**config.mk**
```make
export PLATFORM = sky130hd
export DESIGN_NAME = regfile_write_arbiter
export DESIGN_NICKNAME = d
export VERILOG_FILES = /design/src/rtl/regfile_write_arbiter.sv
export SDC_FILE = /design/constraint.sdc
export NUM_CORES = 1
export LEC_CHECK = 0
export BUFFER_PORTS_ARGS = -buffer_cell sky130_fd_sc_hd__buf_2
export CAP_MARGIN = 30
export CORE_MARGIN = 4
export CORE_UTILIZATION = 50
export CTS_CLUSTER_DIAMETER = 40
export DETAILED_ROUTE_END_ITERATION = 8
export GPL_TIMING_DRIVEN = 1
export PLACE_DENSITY = 0.81
export SLEW_MARGIN = 10
export SYNTH_ARGS = -nofsm -noshare
export SYNTH_HDL_FRONTEND = slang
export SYNTH_SLANG_ARGS = --single-unit
```
**constraint.sdc**
```tcl
create_clock -name clk -period 2.3 [get_ports clk]
set_clock_uncertainty 0.15 [all_clocks]
set_input_delay 0.69 -clock clk [delete_from_list [all_inputs] [get_ports clk]]
set_output_delay 0.69 -clock clk [all_outputs]
set_load 0.02 [all_outputs]
```
**src/rtl/regfile_write_arbiter.sv**
```systemverilog
// regfile_write_arbiter
// Shares the register file's single write port between two writeback
// requesters: requester 0 is the ALU/execute result and requester 1 is the
// memory load result. Each requester owns a 1-entry holding slot. The winning
// slot drives registered regfile write outputs (reg_write, write_register,
// write_data, grant_id).
//
// Handshake: a slot accepts {reg, data} at a posedge where wbN_valid &&
// wbN_ready. wbN_ready = !occ_N || grant_N, so a slot being granted can be
// refilled at the same edge. The requester must hold valid/reg/data stable
// until it sees ready; ready never depends on valid.
//
// Optional feature macro: REGARB_FIXED_PRIO_EN
//   undefined : round-robin between the two slots when both are occupied
//   defined   : fixed priority, requester 1 (load) always wins on contention;
//               requester 0 can starve while loads keep streaming in
//
// Writes to XZR_IDX consume a grant cycle but leave reg_write low.

module regfile_write_arbiter #(
  parameter int DATA_W  = 64,
  parameter int ADDR_W  = 5,
  parameter int XZR_IDX = 31
) (
  input  logic              clk,
  input  logic              rst_n,
  input  logic              wb0_valid,
  output logic              wb0_ready,
  input  logic [ADDR_W-1:0] wb0_reg,
  input  logic [DATA_W-1:0] wb0_data,
  input  logic              wb1_valid,
  output logic              wb1_ready,
  input  logic [ADDR_W-1:0] wb1_reg,
  input  logic [DATA_W-1:0] wb1_data,
  output logic              reg_write,
  output logic [ADDR_W-1:0] write_register,
  output logic [DATA_W-1:0] write_data,
  output logic              grant_id,
  output logic              contention
);

  localparam logic [ADDR_W-1:0] XZR = XZR_IDX[ADDR_W-1:0];

  // Holding slots
  logic              occ_0, occ_1;
  logic [ADDR_W-1:0] reg_0, reg_1;
  logic [DATA_W-1:0] data_0, data_1;

  logic              grant_0, grant_1;
  logic              acc_0, acc_1;
  logic [ADDR_W-1:0] sel_reg;
  logic [DATA_W-1:0] sel_data;

`ifndef REGARB_FIXED_PRIO_EN
  // Round-robin pointer: 0 means requester 0 wins the next contention
  logic rr;
`endif

  // Grant selection from slot occupancy
  always_comb begin
    grant_0 = 1'b0;
    grant_1 = 1'b0;
    if (occ_0 && occ_1) begin
`ifdef REGARB_FIXED_PRIO_EN
      grant_1 = 1'b1;
`else
      grant_0 = !rr;
      grant_1 = rr;
`endif
    end else begin
      grant_0 = occ_0;
      grant_1 = occ_1;
    end
  end

  // Ready, accept, contention and the winning entry's payload
  always_comb begin
    wb0_ready  = !occ_0 || grant_0;
    wb1_ready  = !occ_1 || grant_1;
    acc_0      = wb0_valid && wb0_ready;
    acc_1      = wb1_valid && wb1_ready;
    contention = occ_0 && occ_1;
    sel_reg    = grant_1 ? reg_1  : reg_0;
    sel_data   = grant_1 ? data_1 : data_0;
  end

  // Slot 0: load on accept, clear on grant unless refilled at the same edge
  always_ff @(posedge clk or negedge rst_n) begin
    if (!rst_n) begin
      occ_0  <= 1'b0;
      reg_0  <= '0;
      data_0 <= '0;
    end else if (acc_0) begin
      occ_0  <= 1'b1;
      reg_0  <= wb0_reg;
      data_0 <= wb0_data;
    end else if (grant_0) begin
      occ_0  <= 1'b0;
    end
  end

  // Slot 1: load on accept, clear on grant unless refilled at the same edge
  always_ff @(posedge clk or negedge rst_n) begin
    if (!rst_n) begin
      occ_1  <= 1'b0;
      reg_1  <= '0;
      data_1 <= '0;
    end else if (acc_1) begin
      occ_1  <= 1'b1;
      reg_1  <= wb1_reg;
      data_1 <= wb1_data;
    end else if (grant_1) begin
      occ_1  <= 1'b0;
    end
  end

`ifndef REGARB_FIXED_PRIO_EN
  // Round-robin pointer moves to the requester that did not just win
  always_ff @(posedge clk or negedge rst_n) begin
    if (!rst_n) begin
      rr <= 1'b0;
    end else if (grant_0) begin
      rr <= 1'b1;
    end else if (grant_1) begin
      rr <= 1'b0;
    end
  end
`endif

  // Registered regfile write port; index/data/grant_id hold when idle
  always_ff @(posedge clk or negedge rst_n) begin
    if (!rst_n) begin
      reg_write      <= 1'b0;
      write_register <= '0;
      write_data     <= '0;
      grant_id       <= 1'b0;
    end else if (grant_0 || grant_1) begin
      reg_write      <= (sel_reg != XZR);
      write_register <= sel_reg;
      write_data     <= sel_data;
      grant_id       <= grant_1;
    end else begin
      reg_write      <= 1'b0;
    end
  end

endmodule

```
# == Word level (Yosys, flattened, before mapping) ==
# Index checks and enable logic that the tools add are counted.
# totals
reg_bits,212
input_bits,142
output_inout_bits,74
wordCells,34
# op_classes
eq_ne,1
muxes,10
reduce_logical,12
# ops
operator,n
64-bit two-way mux,1
1-bit two-way mux,8
2-bit nonzero test,3
5-bit two-way mux,1
5-bit inequality test (second input constant),1
1-bit logical AND,3
1-bit logical NOT,3
1-bit logical OR,3

# == Logic depth before layout (Yosys ltp) ==
# logic_depth
depth_word,5
mapped_depth,6

# == Worst setup path after synthesis ==
# No wires, ideal clock.
# synth_path
kind,reg2out
start,reg occ_0
end,out contention
t_arrival_ns,1.144
t_required_ns,1.460
slack_ns,0.316
stages_incl_launch_ff,6
n_path_buf,4
cell_sequence,dfrtp_1 > buf_6 > buf_6 > buf_2 > buf_2 > and2_1
# synth_via
elab_chain_len,1
# synth_lines
element,line_no,text
start: declaration,45,"logic occ_0, occ_1;"
start signal: assignment,90,occ_0 <= 1'b0;
start signal: assignment,94,occ_0 <= 1'b1;
start signal: assignment,98,occ_0 <= 1'b0;
1-bit logical AND,82,contention = occ_0 && occ_1;
end: declaration,39,output logic contention
# Every way passes these cells.

# == Worst setup path in the final report ==
# Ends and elaborated chain as after synthesis.

==> metrics.txt <==
outcome=complete, but fails checks; failing checks=negative hold slack; largest voltage drop on the vdd net=0.773 mV; Final Cycle Share=0.962; peak clock frequency supported by timing=0.452 GHz; path type of the worst setup path=register to output pin; initial antenna violation count=1; drt via density=5.71; yosys synthesis warning count=0; ratio of total power to cell area=1330 nW/um^2; horizontal die dimension=143 um; Post-synth ARST share=1.00; Final min period=2210 ps; total via count after detailed routing=6,276; number of maximum-capacitance violations=0; detailed placer's ending HPWL=14,100 um; htree depth=1; unrepaired setup endpoints after global routing=no; top_reg_cell synth=dfrtp_1; most common library cells after synthesis=212 x dfrtp_1, 118 x mux2_2, 69 x a211o_1, 69 x nor2b_1, 64 x o221a_2; Sink Count=212; total wire length after detailed routing=21,800 um; critical path data required time=1460 ps; Critical Path End Type=output pin; CTS clock-pin slew for the worst setup and hold paths=60 ps; global-route wire length before repair=34,700 um; sequential fraction of the synthesis area=0.582; area of the multi-input gates=3540 um^2; signal arrival time at the worst endpoint=1370 ps; GP Congestion=0.769; Starting Density=0.508; number of cell rows=49; IO Count=216; final global-route overflow total=0; average wire per standard cell=19.8 um; final standard cell count with taps included and fillers excluded=1,100; worst relative slew slack=0.554; top area cells in the synthesized netlist=dfrtp_1 58%, mux2_2 15%, o221a_2 7.9%; placeable core region=18,000 um^2; average size of a mapped cell=14.5 um^2; transition time of the tightest slew-check pin=669 ps; master cell of the clock root buffer=clkbuf_16; remaining antenna violation count after routing=0; count of port buffers added during placement=215; worst hold path type=input port to async pin; Unique masters post-synth=24; number of buffers created by CTS=29; length of the first detailed-routing pass in iterations=4; worst-case clock buffer depth=3; final-report hold violation count=3; number of remaining DRC errors=0; highest fanout seen on the critical path=5; via count of the first global-routing pass=6,686; #FFs+latches synth=212; number of nets in the layout=987; Die Footprint=20,500 um^2; Total Neg Setup Slack=0 ps; syn nets=773; startpoint of the worst register-to-register path=occ_0; FF+latch area=5310 um^2; most instantiated library cell after synthesis=dfrtp_1; Min Hold Slack=-4.43 ps; post-synthesis instance total=631; TritonCTS clock tree=done; area share of the largest cell type after synthesis=0.582; area of the mapped netlist=9120 um^2; Post-CTS Hold Fix Bufs=0; Critical R2R Capture=write_data[13]; Filler Cell Count=1,360; total placed cells including tap cells=1,041; number of enable flip-flop cells after synthesis=0; number of DRC violations after detailed-routing iteration 0=267; max-slew violation total from the final report=0; most area-hungry cell type in the Yosys netlist=dfrtp_1; startpoint type of the worst setup path=register; GRT Resource Usage Total=0.209; number of failing setup endpoints in the final timing report=0; synthesis-to-finish area growth=26.2%; die height=143 um; setup slack of the worst register-to-register path=230 ps; fraction of final layout cells sized beyond drive strength 1=0.557; static leakage=0.00522 uW; latest clock arrival within the worst-skew pair=530 ps; largest net degree at the start of global routing=69; Reg2Reg Depth=5
metal layers:
layer / track usage / vias to the layer above / routed length, um
li1: - / 2824 / -
met1: 0.264 / 3225 / 9030
met2: 0.364 / 187 / 11000
met3: 0.0399 / 40 / 1160
met4: 0.0690 / 0 / 558
met5: 0 / - / 0
cells by family after synthesis:
| logic type | count (synthesis) | synth area share |
|---|---|---|
| flops | 212 | 0.582 |
| compound gates | 142 | 0.154 |
| mux | 138 | 0.175 |
| simple gates | 84 | 0.0564 |
| buf+inv | 55 | 0.0333 |
flip-flops by register name, indices dropped and copies added, names as in the netlist:
signal          count
grant_id            1
reg_1               5
data_1             64
rr                  1
occ_0               1
occ_1               1
write_register      5
reg_write           1
reg_0               5
write_data         64
data_0             64
timing repair:
action,CTS,global route
setup endpoints to repair,3,1
resized for setup,1,1
setup buffers,2,0
cloned,0,0
placed cells by master, fill, tap and decap left out, types with 2 or more instances in the layout:
| cell type | synthesis | layout |
|---|---|---|
| nand3_1 | 3 | 2 |
| mux2_1 | 10 | 10 |
| inv_1 | 2 | 2 |
| mux2_2 | 118 | 118 |
| clkbuf_1 | 15 | 6 |
| dfrtp_1 | 212 | 210 |
| o221a_2 | 64 | 64 |
| o21ai_0 | 3 | 3 |
| nand2b_1 | 3 | 2 |
| nand2_4 | 0 | 2 |
| mux2_4 | 10 | 10 |
| buf_4 | 5 | 11 |
| nand2_1 | 4 | 3 |
| clkinv_2 | 0 | 2 |
| nor2b_1 | 69 | 69 |
| clkbuf_8 | 0 | 7 |
| diode_2 | 0 | 4 |
| bufinv_16 | 0 | 3 |
| buf_2 | 24 | 214 |
| clkbuf_16 | 0 | 29 |
| buf_12 | 0 | 10 |
| o221a_1 | 5 | 5 |
| a211o_1 | 69 | 69 |
| inv_6 | 0 | 3 |
| clkinvlp_4 | 0 | 3 |
stage by stage:
step	cell area, um^2	worst slack (ps)	utilization	total power (uW)
3_3_place_gp	10500	398	0.583	10700
2_1_floorplan	9120	316	-	9180
6_report	11500	88.2	0.641	15300
3_5_place_dp	10500	369	0.583	10800
5_1_grt	11500	28.1	0.640	16100
4_1_cts	11500	3.76	0.640	15400
how the worst max path moves through the flow:
stage	start	end	slack [ps]	cells after the start
after floorplan	occ_0	contention	320	5
after global placement	occ_0	write_data[17]	400	4
after detailed placement	occ_0	write_data[13]	370	4
after CTS	rr	wb1_ready	4	2
after global routing	occ_0	contention	30	2
final	occ_0	contention	90	2
area by class of cell:
class                   instances  share of cell area
inverters                       2            0.000652
multi-input cells             364               0.307
clock inverters                12              0.0137
well taps                     229              0.0249
flip-flops and latches        212               0.461
clock buffers                  41              0.0722
diodes                          4            0.000870
repair buffers                236               0.119
worst max-delay path, cell delays in order, from the launching register on:
cell     delay [ps]
dfrtp_4         520
and2_1          170
buf_2           150
report_power, final:
part / internal (uW) / leakage [uW] / switching, uW
Combinational: 2410 / 0.00229 / 2570
Sequential: 5040 / 0.00246 / 788
Clock: 2850 / 0.000476 / 1610
Total: 10300 / 0.00522 / 4970
No activity file was read; power rests on OpenSTA's default activity.
